## config.mk

```make
export PLATFORM = sky130hd
export DESIGN_NAME = multi_input_sync
export DESIGN_NICKNAME = d
export VERILOG_FILES = /design/src/rtl/msync_pkg.sv /design/src/rtl/msync_glitch_filter.sv /design/src/rtl/multi_input_sync.sv
export SDC_FILE = /design/constraint.sdc
export NUM_CORES = 1
export LEC_CHECK = 0
export ABC_CLOCK_PERIOD_IN_PS = 2300
export CAP_MARGIN = 20
export CORE_MARGIN = 2
export CORE_UTILIZATION = 45
export DETAILED_ROUTE_END_ITERATION = 10
export PLACE_DENSITY = 0.67
export SYNTH_ARGS = -nofsm -noshare
export SYNTH_HDL_FRONTEND = slang
export SYNTH_SLANG_ARGS = --single-unit
```

## constraint.sdc

```tcl
create_clock -name msync_internal_clk -period 2.3 [get_ports msync_internal_clk]
set_input_delay 0.69 -clock msync_internal_clk [delete_from_list [all_inputs] [get_ports msync_internal_clk]]
set_output_delay 0.69 -clock msync_internal_clk [all_outputs]
set_load 0.05 [all_outputs]
```

## src/rtl/msync_pkg.sv

```systemverilog
// Shared constants, counter sizing and filter-state type for the multi-input synchroniser.
package msync_pkg;

  localparam int MSYNC_MIN_STAGES = 2;
  localparam int MSYNC_MIN_FILTER = 1;

  typedef enum logic {
    MSYNC_STABLE,
    MSYNC_COUNTING
  } msync_state_e;

  function automatic int cnt_width(input int f);
    int w;
    w = $clog2(f);
    return (w < 1) ? 1 : w;
  endfunction

endpackage

```

## src/rtl/msync_glitch_filter.sv

```systemverilog
// One channel: synchroniser chain, stability counter, optional registered edge pulses.
// Edge outputs exist only when MSYNC_EDGE_DETECT_EN is defined.
module msync_glitch_filter
  import msync_pkg::*;
#(
  parameter int   STAGES        = 3,
  parameter int   FILTER_CYCLES = 4,
  parameter logic RESET_VAL     = 1'b0
) (
  input  logic clk,
  input  logic rst,
  input  logic pad,
  output logic level
`ifdef MSYNC_EDGE_DETECT_EN
  ,
  output logic rise,
  output logic fall
`endif
);

  localparam int CW = cnt_width(FILTER_CYCLES);
  localparam logic [CW-1:0] CNT_MAX = CW'(FILTER_CYCLES - 1);

  logic [STAGES-1:0] stage;
  logic              synced;
  logic [CW-1:0]     cnt;
  logic              flip;
  msync_state_e      state;

  assign synced = stage[STAGES-1];
  assign flip   = (synced != level) && (cnt == CNT_MAX);
  assign state  = (cnt == '0) ? MSYNC_STABLE : MSYNC_COUNTING;

  always_ff @(posedge clk or posedge rst) begin
    if (rst) begin
      stage <= {STAGES{RESET_VAL}};
      level <= RESET_VAL;
      cnt   <= '0;
    end else begin
      stage <= {stage[STAGES-2:0], pad};
      if (synced == level) begin
        cnt <= '0;
      end else if (flip) begin
        level <= synced;
        cnt   <= '0;
      end else begin
        cnt <= cnt + 1'b1;
      end
    end
  end

`ifdef MSYNC_EDGE_DETECT_EN
  always_ff @(posedge clk or posedge rst) begin
    if (rst) begin
      rise <= 1'b0;
      fall <= 1'b0;
    end else begin
      rise <= flip & synced;
      fall <= flip & ~synced;
    end
  end

  a_edge_excl: assert property (@(posedge clk) disable iff (rst) !(rise && fall));
`endif

  // With real filtering, a channel sitting idle cannot flip on the very next edge.
  a_stable_hold: assert property (@(posedge clk) disable iff (rst)
    (state == MSYNC_STABLE && CNT_MAX != '0) |=> $stable(level));

endmodule

```

## src/rtl/multi_input_sync.sv

```systemverilog
// Multi-channel pad conditioner: per-channel sync chain + glitch filter.
// Optional edge pulses and any_change output when MSYNC_EDGE_DETECT_EN is defined.
module multi_input_sync
  import msync_pkg::*;
#(
  parameter int                  CHANNELS      = 4,
  parameter int                  STAGES        = 3,
  parameter int                  FILTER_CYCLES = 4,
  parameter logic [CHANNELS-1:0] RESET_VAL     = '0
) (
  input  logic                msync_internal_clk,
  input  logic                msync_rst,
  input  logic [CHANNELS-1:0] msync_in_signal,
  output logic [CHANNELS-1:0] msync_out_signal
`ifdef MSYNC_EDGE_DETECT_EN
  ,
  output logic [CHANNELS-1:0] msync_rise,
  output logic [CHANNELS-1:0] msync_fall,
  output logic                msync_any_change
`endif
);

  if (CHANNELS < 1) begin : g_bad_channels
    $error("multi_input_sync: CHANNELS must be >= 1");
  end
  if (STAGES < MSYNC_MIN_STAGES) begin : g_bad_stages
    $error("multi_input_sync: STAGES must be >= %0d", MSYNC_MIN_STAGES);
  end
  if (FILTER_CYCLES < MSYNC_MIN_FILTER) begin : g_bad_filter
    $error("multi_input_sync: FILTER_CYCLES must be >= %0d", MSYNC_MIN_FILTER);
  end

  for (genvar i = 0; i < CHANNELS; i++) begin : g_ch
    msync_glitch_filter #(
      .STAGES        (STAGES),
      .FILTER_CYCLES (FILTER_CYCLES),
      .RESET_VAL     (RESET_VAL[i])
    ) u_filter (
      .clk   (msync_internal_clk),
      .rst   (msync_rst),
      .pad   (msync_in_signal[i]),
      .level (msync_out_signal[i])
`ifdef MSYNC_EDGE_DETECT_EN
      ,
      .rise  (msync_rise[i]),
      .fall  (msync_fall[i])
`endif
    );
  end

`ifdef MSYNC_EDGE_DETECT_EN
  assign msync_any_change = |(msync_rise | msync_fall);
`endif

endmodule

```

==> results.py, run 1 <==
metrics = {
    "finish": {
        "final_cell_mix": "dfrtp_1 (24), clkdlybuf4s50_1 (9), mux2_1 (4), ha_1 (4)",
        "final_common_cell": "dfrtp_1",
        "synthToLayoutAreaGrowth_pct": 14.6,
        "fin_nets": 70,
        "diodes": 0,
        "fin_util": 0.552,
        "layout-drive-gt1-share": 0.138,
    },
    "die": {
        "rows": 15,
        "pin_count": 10,
        "die_height_um": 47,
        "start_util": 0.482,
        "coreArea_sq_mm": 0.00173,
        "dieArea_sq_mm": 0.00221,
        "die_x_um": 47,
    },
    "synthesis": {
        "ys_seq_elements": 24,
        "synth_nets": 59,
        "synth.area.top_cells": "dfrtp_1 (72%), ha_1 (6.0%), mux2_1 (5.4%), nor3_2 (3.6%), buf_4 (3.6%)",
        "avgSynthCellArea_sq_um": 17.0,
        "ys_warn_count": 0,
        "synth_top_area_frac": 0.722,
        "yosysUniqueCellTypes": 11,
        "synth_top_area_cell": "dfrtp_1",
        "synth_area_sq_um": 832,
        "syn_inst": 49,
        "synth-seq-area-share": 0.722,
    },
    "setup_path": {
        "crit_required_ns": 1.61,
        "r2r_start": "g_ch[3].u_filter.cnt[0]",
        "reg2regPathDepth": 2,
        "rr_endpoint": "g_ch[3].u_filter.level",
        "ff2ff_setup_slack_ns": 1.23,
        "critPathBufInv": 1,
        "crit_end": "msync_out_signal[0]",
        "startpoint": "g_ch[0].u_filter.level",
        "worstPathArrival_ns": 1.50,
        "path_cells": "clkdlybuf4s50_1",
        "max_stage_delay_ns": 0.81,
        "path_depth": 1,
        "worstPathMaxFanout": 3,
        "critPathKind": "reg -> out",
        "end_kind": "output pin",
        "critPathSlowestCell": "clkdlybuf4s50_1",
        "worstSetupStartpointType": "flip-flop",
        "critPathTopFamily": "buffers and inverters",
    },
    "routing": {
        "drtIter0Drc": 0,
        "drt_pass1_iterations": 1,
        "avgRoutedWirePerCell_um": 9.75,
        "dr_total_vias": 362,
        "viasPerCell": 4.36,
        "drc_errors": 0,
        "antenna_left": 0,
        "wirelength_um": 809,
    },
    "hold_path": {
        "hold_path.class": "reg -> reg",
    },
    "clock_network": {
        "htree_levels": 1,
        "insertion_delay_ns": 0.30,
        "cts_root_buf": "clkbuf_4",
        "cts.sinks": 24,
        "cts_buffers": 3,
        "path_clk_slew_ns": 0.11,
        "cts_tree": "built",
        "holdBufCountCts": 0,
        "cts_setup_buffers": 0,
        "cts_resized": 0,
        "cts.path.max_buffers": 2,
    },
    "global_routing": {
        "grt_pass1_vias": 386,
        "track_usage": 0.104,
        "grt_pass1_wl_um": 1550,
        "grt_antenna_before_repair": 0,
        "grt_max_degree": 25,
        "gr-total-overflow": 0,
    },
    "power_and_ir_drop": {
        "switchingPower_mw": 0.390,
        "power.share.clock": 0.147,
        "sw_frac_of_total": 0.339,
        "pwr-share-comb": 0.343,
        "leakagePower_nw": 0.439,
        "powerDensity_mw_per_mm2": 1210,
        "seqPwrFrac": 0.510,
        "ir_drop_v": 0.000526,
        "power.internal_mw": 0.760,
    },
    "timing": {
        "slew_headroom": 0.670,
        "clock_skew_ns": 0.000514,
        "layout_min_cycle_time_ns": 2.19,
        "slew_violations": 0,
        "finalHoldViolations": 0,
        "tns_ns": 0,
        "max_freq_ghz": 0.456,
        "rsz0062_at_grt": "no",
        "setup_viol": 0,
        "worst_pin_slew_ns": 0.493,
        "period_share": 0.954,
    },
    "placed_design": {
        "gp_congestion": 0.690,
        "post-dp-hpwl_um": 615,
        "portBuffers": 9,
    },
    "status": {
        "outcome": "finished clean",
    },
    "run": {
        "drv_cap": 0,
    },
}
## cell type report
cell class / count / area [sq um]
Multi-Input combinational cell: 20 / 198
Clock buffer: 3 / 22.5
Tap cell: 25 / 31.3
Sequential cell: 24 / 601
Timing Repair Buffer: 10 / 97.6
Fill cell: 150 / 773
Inverter: 1 / 3.75
## layer usage
metal  up-vias  track usage  part of all wire
met5         -            0                 0
met4         0       0.0833             0.019
met3         2       0.0231             0.048
met2        10        0.151              0.45
met1       173        0.135              0.48
li1        177            -                 -
## worst min-delay path by stage
stage / startpoint / endpoint / slack [ns] / cells past startpoint
after CTS: g_ch[0].u_filter.stage[0] / g_ch[0].u_filter.stage[1] / 0.36 / 0
after global placement: g_ch[0].u_filter.stage[1] / g_ch[0].u_filter.stage[2] / 0.33 / 0
after global routing: g_ch[0].u_filter.stage[0] / g_ch[0].u_filter.stage[1] / 0.37 / 0
after detailed placement: g_ch[0].u_filter.stage[0] / g_ch[0].u_filter.stage[1] / 0.34 / 0
after floorplan: g_ch[0].u_filter.stage[0] / g_ch[0].u_filter.stage[1] / 0.33 / 0
final: g_ch[0].u_filter.stage[0] / g_ch[0].u_filter.stage[1] / 0.36 / 0
## power groups by stage
stage	registers (mW)	logic, mW	clock network, mW
after floorplan	0.585	0.347	0
after global placement	0.591	0.394	0
after detailed placement	0.598	0.406	0
after CTS	0.589	0.405	0.183
after global routing	0.599	0.437	0.201
final	0.587	0.395	0.169
## kinds of logic (layout without fill, tap and decap cells)
kind of cell               after synthesis  in the layout  share of synthesized area
adders and majority gates                4              4                     0.0602
buffers and inverters                    5             14                     0.0406
DFF                                     24             24                      0.722
muxes                                    4              4                     0.0541
xor gates and xnor gates                 4              4                     0.0421
and+or+nand+nor                          8              8                     0.0812
## synthesized netlist by cell type
cell / instances
dfrtp_1: 24
buf_4: 4
ha_1: 4
mux2_1: 4
nor2b_1: 3
nor3_2: 3
xnor2_1: 3
and2_1: 1
inv_1: 1
nor3b_2: 1
xor2_1: 1
## state kept, by name, summed over array words and instances (netlist names)
name	cells
g_ch.u_filter.cnt	8
g_ch.u_filter.level	4
g_ch.u_filter.stage	12
## stage by stage
| stage | area, sq um | hold WS (ns) | power, mW | instances | setup slack (ns) |
|---|---|---|---|---|---|
| after global routing | 953 | 0.370 | 1.24 | 83 | 0.0411 |
| after global placement | 931 | 0.332 | 0.985 | 80 | 0.451 |
| final | 953 | 0.361 | 1.15 | 83 | 0.107 |
| after floorplan | 832 | 0.331 | 0.932 | 49 | 1.05 |
| after CTS | 953 | 0.364 | 1.18 | 83 | 0.0792 |
| after detailed placement | 931 | 0.336 | 1.00 | 80 | 0.438 |
Note: power is estimated with default switching activity, not from simulation.
==> run 2: changes to the inputs <==
- ABC_AREA: unset -> 1
- PLACE_DENSITY: 0.67 -> 0.66
==> results.py, run 2 <==
metrics = {
    "status": {
        "outcome": "finished clean",
    },
    "setup_path": {
        "end_kind": "output pin",
        "crit_required_ns": 1.61,
        "max_stage_delay_ns": 0.80,
        "path_cells": "clkdlybuf4s50_1",
        "rr_endpoint": "g_ch[0].u_filter.cnt[0]",
        "critPathKind": "reg -> out",
        "worstSetupStartpointType": "flip-flop",
        "critPathBufInv": 1,
        "reg2regPathDepth": 3,
        "critPathTopFamily": "buffers and inverters",
        "worstPathArrival_ns": 1.48,
        "worstPathMaxFanout": 3,
        "ff2ff_setup_slack_ns": 1.29,
        "r2r_start": "g_ch[0].u_filter.cnt[0]",
        "critPathSlowestCell": "clkdlybuf4s50_1",
    },
    "global_routing": {
        "track_usage": 0.116,
        "grt_pass1_wl_um": 1700,
        "grt_antenna_before_repair": 0,
        "grt_max_degree": 25,
        "gr-total-overflow": 0,
        "grt_pass1_vias": 435,
    },
    "clock_network": {
        "htree_levels": 1,
        "cts.sinks": 24,
        "holdBufCountCts": 0,
        "cts_tree": "built",
        "cts_buffers": 3,
        "insertion_delay_ns": 0.30,
        "cts_root_buf": "clkbuf_4",
        "cts_setup_buffers": 0,
        "cts.path.max_buffers": 2,
        "cts_resized": 0,
        "path_clk_slew_ns": 0.11,
    },
    "synthesis": {
        "synth-seq-area-share": 0.695,
        "ys.flop_type": "dfrtp_1",
        "async_flop_share": 1.00,
        "syn_inst": 77,
        "avgSynthCellArea_sq_um": 11.2,
        "ys_seq_elements": 24,
        "synth_nets": 87,
        "synth_top_area_cell": "dfrtp_1",
        "synth_area_sq_um": 865,
        "synth.area.top_cells": "dfrtp_1 (69%), nand2_1 (6.9%), ha_1 (5.8%), inv_1 (5.6%), buf_4 (3.5%)",
        "synth_edf_count": 0,
        "yosysUniqueCellTypes": 8,
        "synth_most_common_cell": "dfrtp_1",
        "synthTopCellsByCount": "dfrtp_1 (24), nand2_1 (16), inv_1 (13), nor2_1 (8)",
        "ys_warn_count": 0,
        "synth_top_area_frac": 0.695,
    },
    "power_and_ir_drop": {
        "pwr-share-comb": 0.342,
        "switchingPower_mw": 0.396,
        "ir_drop_v": 0.000577,
        "power.internal_mw": 0.730,
        "power.share.clock": 0.150,
        "leakagePower_nw": 0.507,
        "powerDensity_mw_per_mm2": 1140,
        "totalPowerFinal_mw": 1.13,
        "seqPwrFrac": 0.508,
        "sw_frac_of_total": 0.352,
    },
    "timing": {
        "max_freq_ghz": 0.461,
        "setup_viol": 0,
        "slew_violations": 0,
        "timing.final.ws_setup_ns": 0.129,
        "worst_pin_slew_ns": 0.489,
        "period_share": 0.944,
        "tns_ns": 0,
        "finalHoldViolations": 0,
        "slew_headroom": 0.673,
        "rsz0062_at_grt": "no",
        "layout_min_cycle_time_ns": 2.17,
        "clock_skew_ns": 0.000679,
    },
    "die": {
        "pin_count": 10,
        "die_x_um": 47.8,
        "coreArea_sq_mm": 0.00176,
        "die_height_um": 47.8,
        "start_util": 0.490,
        "dieArea_sq_mm": 0.00229,
        "rows": 15,
    },
    "hold_path": {
        "hold_depth": 0,
        "min_to": "g_ch[3].u_filter.stage[2]",
        "hp-start": "g_ch[3].u_filter.stage[1]",
        "hold_path.class": "reg -> reg",
    },
    "finish": {
        "final_cell_mix": "dfrtp_1 (24), nand2_1 (16), inv_1 (13)",
        "diodes": 0,
        "synthToLayoutAreaGrowth_pct": 14.0,
        "top_regs": "g_ch.u_filter.stage (12), g_ch.u_filter.cnt (8), g_ch.u_filter.level (4)",
        "final_common_cell": "dfrtp_1",
        "fin_nets": 98,
        "layout-drive-gt1-share": 0.0465,
        "largest_reg_flops": 12,
        "regMostFlops": "g_ch.u_filter.stage",
    },
    "routing": {
        "dr_total_vias": 476,
        "viasPerCell": 4.29,
        "wirelength_um": 1020,
        "drc_errors": 0,
        "avgRoutedWirePerCell_um": 9.14,
        "antenna_left": 0,
        "drt_pass1_iterations": 4,
        "drtIter0Drc": 4,
    },
    "placed_design": {
        "pre_cts_ws_ns": 0.459,
        "gp_congestion": 0.684,
        "portBuffers": 9,
        "post-dp-hpwl_um": 756,
    },
    "run": {
        "drv_cap": 0,
    },
}
## run 2: how the worst max path moves through the flow
stage	start	end	cells past startpoint
6_report	g_ch[3].u_filter.level	msync_out_signal[3]	1
5_1_grt	g_ch[0].u_filter.level	msync_out_signal[0]	1
3_3_place_gp	g_ch[2].u_filter.level	msync_out_signal[2]	1
3_5_place_dp	g_ch[3].u_filter.level	msync_out_signal[3]	1
4_1_cts	g_ch[3].u_filter.level	msync_out_signal[3]	1
2_1_floorplan	g_ch[0].u_filter.level	msync_out_signal[0]	1
## run 2: cell families (layout without fill, tap and decap cells)
kind of cell    count (synthesis)  after routing  share of synthesized area
flops                          24             24                      0.695
fa+ha+maj                       4              4                     0.0579
simple gates                   28             28                      0.133
compound gates                  4              4                     0.0232
buf+inv                        17             26                     0.0912
## run 2: per-layer routing
metal / up-vias / routed length (um) / track usage
li1: 243 / - / -
met4: 0 / 18 / 0.114
met2: 7 / 495 / 0.173
met1: 224 / 471 / 0.136
met5: - / 0 / 0
met3: 2 / 29 / 0.0226
## run 2: cell type report
class                           count  area, sq um
Sequential cell                    24          601
Fill cell                         174          778
Inverter                           13         48.8
Multi-Input combinational cell     36          185
Clock buffer                        3         22.5
Tap cell                           25         31.3
Timing Repair Buffer               10         97.6
## run 2: stage by stage
step | utilization | area (sq um) | hold slack (ns) | instances
2_1_floorplan | - | 865 | 0.331 | 77
3_3_place_gp | 0.546 | 963 | 0.331 | 108
6_report | 0.559 | 986 | 0.361 | 111
3_5_place_dp | 0.546 | 963 | 0.335 | 108
5_1_grt | 0.559 | 986 | 0.373 | 111
4_1_cts | 0.559 | 986 | 0.355 | 111
## run 2: power groups by stage
stage	Sequential, mW	Combinational (mW)	Clock [mW]
6_report	0.572	0.385	0.169
5_1_grt	0.583	0.442	0.192
4_1_cts	0.573	0.394	0.182
3_5_place_dp	0.582	0.393	0
3_3_place_gp	0.572	0.375	0
2_1_floorplan	0.569	0.328	0
